===== src/rtl/bcd_key_counter.sv =====
// bcd_key_counter: synchronised, debounced pushbutton stepping a two-digit BCD up/down counter with load
module bcd_key_counter #(
  parameter int DEBOUNCE_CYCLES = 500000
) (
  input  logic       clk,
  input  logic       rst,
  input  logic       key_n,
  input  logic       up,
  input  logic       load,
  input  logic [7:0] load_val,
  output logic [3:0] bcd_ones,
  output logic [3:0] bcd_tens,
  output logic       step,
  output logic       wrap
);
  localparam int W = DEBOUNCE_CYCLES > 1 ? $clog2(DEBOUNCE_CYCLES) : 1;
  localparam logic [W-1:0] DMAX = W'(DEBOUNCE_CYCLES - 1);
  localparam logic [1:0] IDLE = 2'd0, PRESS_WAIT = 2'd1, PRESSED = 2'd2, RELEASE_WAIT = 2'd3;
  logic s1, ks, hit, press, wrap_c;
  logic [1:0] state;
  logic [W-1:0] dbc;
  logic [3:0] ones_n, tens_n, ld_ones, ld_tens;
  assign hit = dbc == DMAX;
  assign press = state == PRESS_WAIT && !ks && hit;
  assign ld_ones = load_val[3:0] > 4'd9 ? 4'd9 : load_val[3:0];
  assign ld_tens = load_val[7:4] > 4'd9 ? 4'd9 : load_val[7:4];
  // per-digit BCD step: the tens digit only moves when ones rolls over
  always_comb begin
    ones_n = up ? (bcd_ones == 4'd9 ? 4'd0 : bcd_ones + 4'd1)
                : (bcd_ones == 4'd0 ? 4'd9 : bcd_ones - 4'd1);
    tens_n = up ? (bcd_ones != 4'd9 ? bcd_tens : bcd_tens == 4'd9 ? 4'd0 : bcd_tens + 4'd1)
                : (bcd_ones != 4'd0 ? bcd_tens : bcd_tens == 4'd0 ? 4'd9 : bcd_tens - 4'd1);
    wrap_c = up ? (bcd_ones == 4'd9 && bcd_tens == 4'd9) : (bcd_ones == 4'd0 && bcd_tens == 4'd0);
  end
  always_ff @(posedge clk) begin
    if (rst) begin
      s1 <= 1'b1;
      ks <= 1'b1;
      state <= IDLE;
      dbc <= '0;
      bcd_ones <= 4'd0;
      bcd_tens <= 4'd0;
      step <= 1'b0;
      wrap <= 1'b0;
    end else begin
      s1 <= key_n;
      ks <= s1;
      step <= press;
      wrap <= press && !load && wrap_c;
      if (load) begin
        bcd_ones <= ld_ones;
        bcd_tens <= ld_tens;
      end else if (press) begin
        bcd_ones <= ones_n;
        bcd_tens <= tens_n;
      end
      case (state)
        IDLE: if (!ks) begin
          state <= PRESS_WAIT;
          dbc <= '0;
        end
        PRESS_WAIT: if (ks) state <= IDLE;
          else if (hit) state <= PRESSED;
          else dbc <= dbc + W'(1);
        PRESSED: if (ks) begin
          state <= RELEASE_WAIT;
          dbc <= '0;
        end
        default: if (!ks) state <= PRESSED;
          else if (hit) state <= IDLE;
          else dbc <= dbc + W'(1);
      endcase
    end
  end
endmodule


===== config.mk =====
export PLATFORM = sky130hd
export DESIGN_NAME = bcd_key_counter
export DESIGN_NICKNAME = d
export VERILOG_FILES = /design/src/rtl/bcd_key_counter.sv
export SDC_FILE = /design/constraint.sdc
export NUM_CORES = 1
export LEC_CHECK = 0
export ABC_AREA = 1
export CORE_UTILIZATION = 25
export DETAILED_ROUTE_END_ITERATION = 8
export DONT_BUFFER_PORTS = 1
export GPL_TIMING_DRIVEN = 0
export RECOVER_POWER = 25
export SLEW_MARGIN = 5
export SYNTH_ARGS = -nofsm -noshare
export SYNTH_HDL_FRONTEND = slang
export SYNTH_SLANG_ARGS = --single-unit

===== constraint.sdc =====
create_clock -name clk -period 2.3 [get_ports clk]
set_input_delay 0.46 -clock clk [delete_from_list [all_inputs] [get_ports clk]]
set_output_delay 0.46 -clock clk [all_outputs]
set_load 0.03 [all_outputs]

==> impl_metrics.ini, run 1 <==
[outcome]
run_status = finished, final reports clean

[clock_network]
cts_tree = done
cts_sinks = 33
cts_hold_buf = 0
insertion_delay_ns = 0.29
cts_buffers = 5
cts_root_buf = clkbuf_8
cts_buffer_depth = 2
post_cts_buffers = 0
cts_max_level = 2
path_clk_slew_ns = 0.08

[critical_path]
r2r_setup_slack_ns = 0.36
critPathKind = reg2reg
worstPathRequired_ns = 2.53
reg2regPathDepth = 10
rr_startpoint = state[0]
r2r-end = dbc[18]
arrival_ns = 2.16
crit_path_end_kind = flop
critPathMaxFanout = 10
start_kind = flop

[timing]
tightest_slew_ns = 0.507
relSlewSlack = 0.662
setup_tns_ns = 0
hold_violations = 0
finalCriticalPeriod_ns = 1.94
fmax_mhz = 517
finalCritPeriodShare = 0.842
finClkSkew_ns = 0.00943
rsz0062_at_grt = false
final-max-slew-violation-count = 0
setup_viol = 0

[synth]
synthCells = 360
synth_area_per_cell_um2 = 6.16
synth_area_leaders = dfxtp_1 30%, nand2_1 18%, nor2_1 9.0%, a21oi_1 7.7%, nand3_1 5.9%
ys_seq_area_frac = 0.298
ys_seq_elements = 33
synth_top_area_cell = dfxtp_1
synth_nets = 377
ys_types = 32
synth_top_area_frac = 0.298
yosysWarningCount = 0
mappedNetlistArea_um2 = 2220

[routing]
routedWlPerCell_um = 11.3
vias_per_cell = 4.76
vias = 2261
drtIter0Drc = 122
firstDrtPassIters = 4
drc_errors = 0
drt_wl_total_um = 5380
drtAntennaViolNets = 0

[layout]
final_common_cell = nand2_1
nets = 384
drive_gt1_frac = 0.0790
final_cell_mix = 104 x nand2_1, 53 x nor2_1, 34 x a21oi_1
antenna_cells = 0
syn2layout_area_growth_pct = 10.4

[global_routing]
grt_pass1_wl_um = 9380
grt_busiest_layer = met2
grt.total_usage = 0.128
overflow = 0
grt_pass1_vias = 2127
met1_usage = 0.150
gr-usage-met2 = 0.220
antenna_found_initial = 0
grt_max_degree = 11
grtUsageMet3 = 0.0379

[worst_hold_path]
hold_end = s1
hold_path_depth = 1
holdCritStartpoint = key_n
hold_path.class = in2reg

[placed_design]
port_buffers = 0
dp_hpwl_um = 4120
gp_congestion = 0.796

[floorplan]
rows = 34
initial_core_util = 0.257
io_pins = 23
coreArea_um2 = 8640
die-area_um2 = 9250
die_h_um = 96.2
die_w_um = 96.2

[power_and_ir_drop]
switching_share = 0.320
clkPwrFrac = 0.342
p_seq_frac = 0.477
peakVddDrop_v = 0.000286
power.internal_mw = 0.911
switching_power_mw = 0.428
power_density_nw_per_um2 = 547
p_comb_frac = 0.181
power.total_mw = 1.34
p_leak_nw = 0.881

[run]
cap_violations = 0
[Yosys cell counts]
master and n:
o31ai_1 1, nand2_4 3, nand3_1 26, clkinv_1 1
a22oi_1 1, clkbuf_1 4, and2_1 1, nor2_4 1
a21oi_2 1, nand2_1 104, nand2_2 2, clkinv_2 1
nor2_1 53, or2_2 3, a21oi_1 34, o211ai_1 4
nor2_2 4, xor2_1 7, xnor2_1 3, or2_1 2
buf_4 1, a31o_2 1, o21ai_0 14, nor3_1 4
buf_2 2, buf_6 2, ha_1 4, nand3_2 1
inv_1 32, nand3b_1 1, nand4_1 9, dfxtp_1 33
[kinds of logic after synthesis]
| kind of cell | share of synthesized area |
|---|---|
| flip-flops | 0.298 |
| AND/OR/NAND/NOR | 0.421 |
| adder cells (fa/ha/maj) | 0.0226 |
| buffers and inverters | 0.0829 |
| AO/OA/AOI/OAI | 0.136 |
| XOR/XNOR | 0.0395 |
[power groups by stage]
stage | clock network (mW) | registers (mW) | logic, mW
2_1_floorplan | 0 | 0.645 | 0.191
3_3_place_gp | 0 | 0.651 | 0.235
3_5_place_dp | 0 | 0.652 | 0.242
4_1_cts | 0.474 | 0.638 | 0.243
5_1_grt | 0.507 | 0.643 | 0.279
6_report | 0.458 | 0.638 | 0.243
[worst max-delay path, cell delays in order (launching register included)]
cell	delay [ns]
dfxtp_1	0.39
inv_1	0.08
ha_1	0.25
nor2_4	0.26
inv_1	0.20
nand2_1	0.17
nand2_4	0.08
clkinv_2	0.10
buf_6	0.15
nand2_1	0.06
a21oi_1	0.14
[timing repair]
item,in CTS,in global routing
setup endpoints to repair,0,8
gates resized for setup,0,1
endpoints found under the hold margin,0,0
[worst max path at each step]
stage | from | endpoint | slack (ns) | cells past startpoint
final | state[0] | dbc[18] | 0.36 | 10
after CTS | state[0] | dbc[18] | 0.17 | 10
after floorplan | state[0] | dbc[12] | 0.60 | 10
after global placement | state[0] | dbc[13] | 0.26 | 10
after global routing | state[0] | dbc[15] | 0.13 | 10
after detailed placement | state[0] | dbc[18] | 0.19 | 10
[metal layers]
metal  up-vias  part of all wire
met5         -                 0
met4         0             0.021
met3        13             0.057
met2        67              0.48
met1      1010              0.44
li1       1171                 -
[layout make-up]
type	instances	area, um2
plain buffers	9	55.1
clock buffers	6	82.6
clock inverters	1	7.51
fillers	995	6190
inverters	34	129
multi-input cells	284	1380
flip-flops and latches	33	661
well taps	108	135
[state kept, by name (all words and copies together), names as in the netlist, named ones only]
signal	flops
state	1
s1	1
step	1
dbc	19
bcd_tens	4
bcd_ones	4
wrap	1
ks	1
[stage by stage]
stage	cell area (um2)	instances	utilization	hold WS (ns)	setup WS (ns)
final	2450	475	0.284	0.270	0.364
after global routing	2450	475	0.284	0.261	0.134
after CTS	2440	475	0.283	0.259	0.167
after detailed placement	2350	468	0.273	0.397	0.186
after global placement	2350	468	0.273	0.393	0.264
after floorplan	2220	360	-	0.389	0.602
Note: power is estimated with default switching activity, not from simulation.
==> run 2, diff against run 1 <==
==> constraint.sdc (replaced) <==
create_clock -name clk -period 1.8 [get_ports clk]
set_input_delay 0.36 -clock clk [delete_from_list [all_inputs] [get_ports clk]]
set_output_delay 0.36 -clock clk [all_outputs]
set_load 0.03 [all_outputs]
==> run 2 against run 1 <==
Net effect:
- clock skew is 0.0027 ns higher
- first-iteration DRC count grew 19%
- sequential share of layout area fell by 1.8 points
- highest routed layer unchanged
==> impl_metrics.ini, run 2 (synthesis gave the netlist of run 1 again) <==
[timing]
hold_violations = 0
fmax_mhz = 578
holdWs_ns = 0.167
finalCriticalPeriod_ns = 1.73
tightest_slew_ns = 0.525
setup_viol = 0
finClkSkew_ns = 0.0121
final-max-slew-violation-count = 0
finalCritPeriodShare = 0.961
relSlewSlack = 0.649

[routing]
drt_wl_total_um = 5720
vias_per_cell = 4.85
firstDrtPassIters = 4
drtIter0Drc = 145
vias = 2348
routedWlPerCell_um = 11.8
drtAntennaViolNets = 0
drc_errors = 0

[layout]
n_fill_cell = 962
final_common_cell = nand2_1
final_cell_mix = 103 x nand2_1, 51 x nor2_1, 31 x a21oi_1
syn2layout_area_growth_pct = 20.6
largest_reg_flops = 19
largest-register = dbc
multi_input_area_um2 = 1480
final_core_util = 0.310
postLayoutCellArea_um2 = 2680
reg.largest.list = dbc (19), bcd_ones (4), bcd_tens (4)
nets = 393
antenna_cells = 0
final-seq-area_um2 = 673
drive_gt1_frac = 0.157

[placed_design]
placed_area_um2 = 2350
dp_hpwl_um = 4120
gp_congestion = 0.796
port_buffers = 0

[worst_hold_path]
hold_path_depth = 1
holdCritStartpoint = key_n
hold_end = s1
hold_path.class = in2reg

[critical_path]
reg2regPathDepth = 10
critPathMaxFanout = 5
critPathKind = reg2reg
arrival_ns = 1.89
crit_path_end_kind = flop
worstPathRequired_ns = 1.96
r2r-end = dbc[6]
r2r_setup_slack_ns = 0.07
rr_startpoint = state[0]
start_kind = flop

[power_and_ir_drop]
power.total_mw = 1.82
peakVddDrop_v = 0.000382
p_leak_nw = 0.978
power_density_nw_per_um2 = 678

[floorplan]
die_w_um = 96.2
io_pins = 23
initial_core_util = 0.257
die_h_um = 96.2
coreArea_um2 = 8640
rows = 34
die-area_um2 = 9250

[global_routing]
overflow = 0
grt.total_usage = 0.129
grt_pass1_vias = 2155
grt_max_degree = 11
grt_pass1_wl_um = 9470
antenna_found_initial = 0

[clock_network]
insertion_delay_ns = 0.30
cts_tree = done
cts_buffer_depth = 2
cts_root_buf = clkbuf_8
cts_buffers = 5
cts_hold_buf = 0
cts_max_level = 2
path_clk_slew_ns = 0.07
cts_sinks = 33

[outcome]
run_status = finished, final reports clean

[run]
cap_violations = 0
run 2: cell types whose count changed in the layout (fill, tap and decap cells not counted), moves of 3 or more:
cell and delta:
a21oi_1 -3, buf_4 +6, dfxtp_1 -6, dfxtp_2 +4, ha_1 -4, ha_4 +4
run 2: routing by layer:
metal,wire length (um),global-route usage
met4,125,0.0460
met2,2790,0.226
met1,2500,0.150
met5,0,0
met3,302,0.0371
run 2: layout make-up:
| class | count | area share |
|---|---|---|
| Tap cell | 108 | 0.0505 |
| Multi-Input combinational cell | 284 | 0.551 |
| Sequential cell | 33 | 0.252 |
| Clock inverter | 1 | 0.00281 |
| Timing Repair Buffer | 9 | 0.0383 |
| Inverter | 34 | 0.0496 |
| Buffer | 9 | 0.0252 |
| Clock buffer | 6 | 0.0309 |
run 2: metrics by stage:
step | setup TNS, ns | setup slack (ns) | cells
2_1_floorplan | 0 | 0.102 | 360
3_3_place_gp | -4.00 | -0.236 | 468
3_5_place_dp | -5.42 | -0.314 | 468
4_1_cts | 0 | 0.0187 | 478
5_1_grt | -0.0281 | -0.00809 | 484
6_report | 0 | 0.0696 | 484
run 2: worst max-delay path: stages (launching register included):
cell and delay [ns]:
dfxtp_4 0.37, inv_2 0.06, ha_4 0.17, or2_4 0.26, a21oi_4 0.16, nand2_2 0.09
nand2_4 0.14, inv_6 0.06, clkbuf_16 0.15, nand2_1 0.05, a21oi_1 0.06
run 2: what timing repair did:
action / in CTS / in global routing
resized for setup: 7 / 31
gates cloned: 0 / 2
setup endpoints to repair: 27 / 26
pin swaps: 4 / 14
setup buffers: 3 / 4
run 2: how the worst max path moves through the flow:
stage / endpoint / slack, ns / startpoint
2_1_floorplan: dbc[12] / 0.10 / state[0]
3_3_place_gp: dbc[13] / -0.24 / state[0]
3_5_place_dp: dbc[18] / -0.31 / state[0]
4_1_cts: bcd_tens[1] / 0.02 / dbc[1]
5_1_grt: bcd_tens[1] / -0.008 / dbc[0]
6_report: dbc[6] / 0.07 / state[0]
run 2: where the power goes:
| group | total, mW | internal [mW] | switching, mW |
|---|---|---|---|
| clock | 0.586 | 0.302 | 0.284 |
| combinational | 0.408 | 0.176 | 0.232 |
| sequential | 0.822 | 0.756 | 0.0651 |
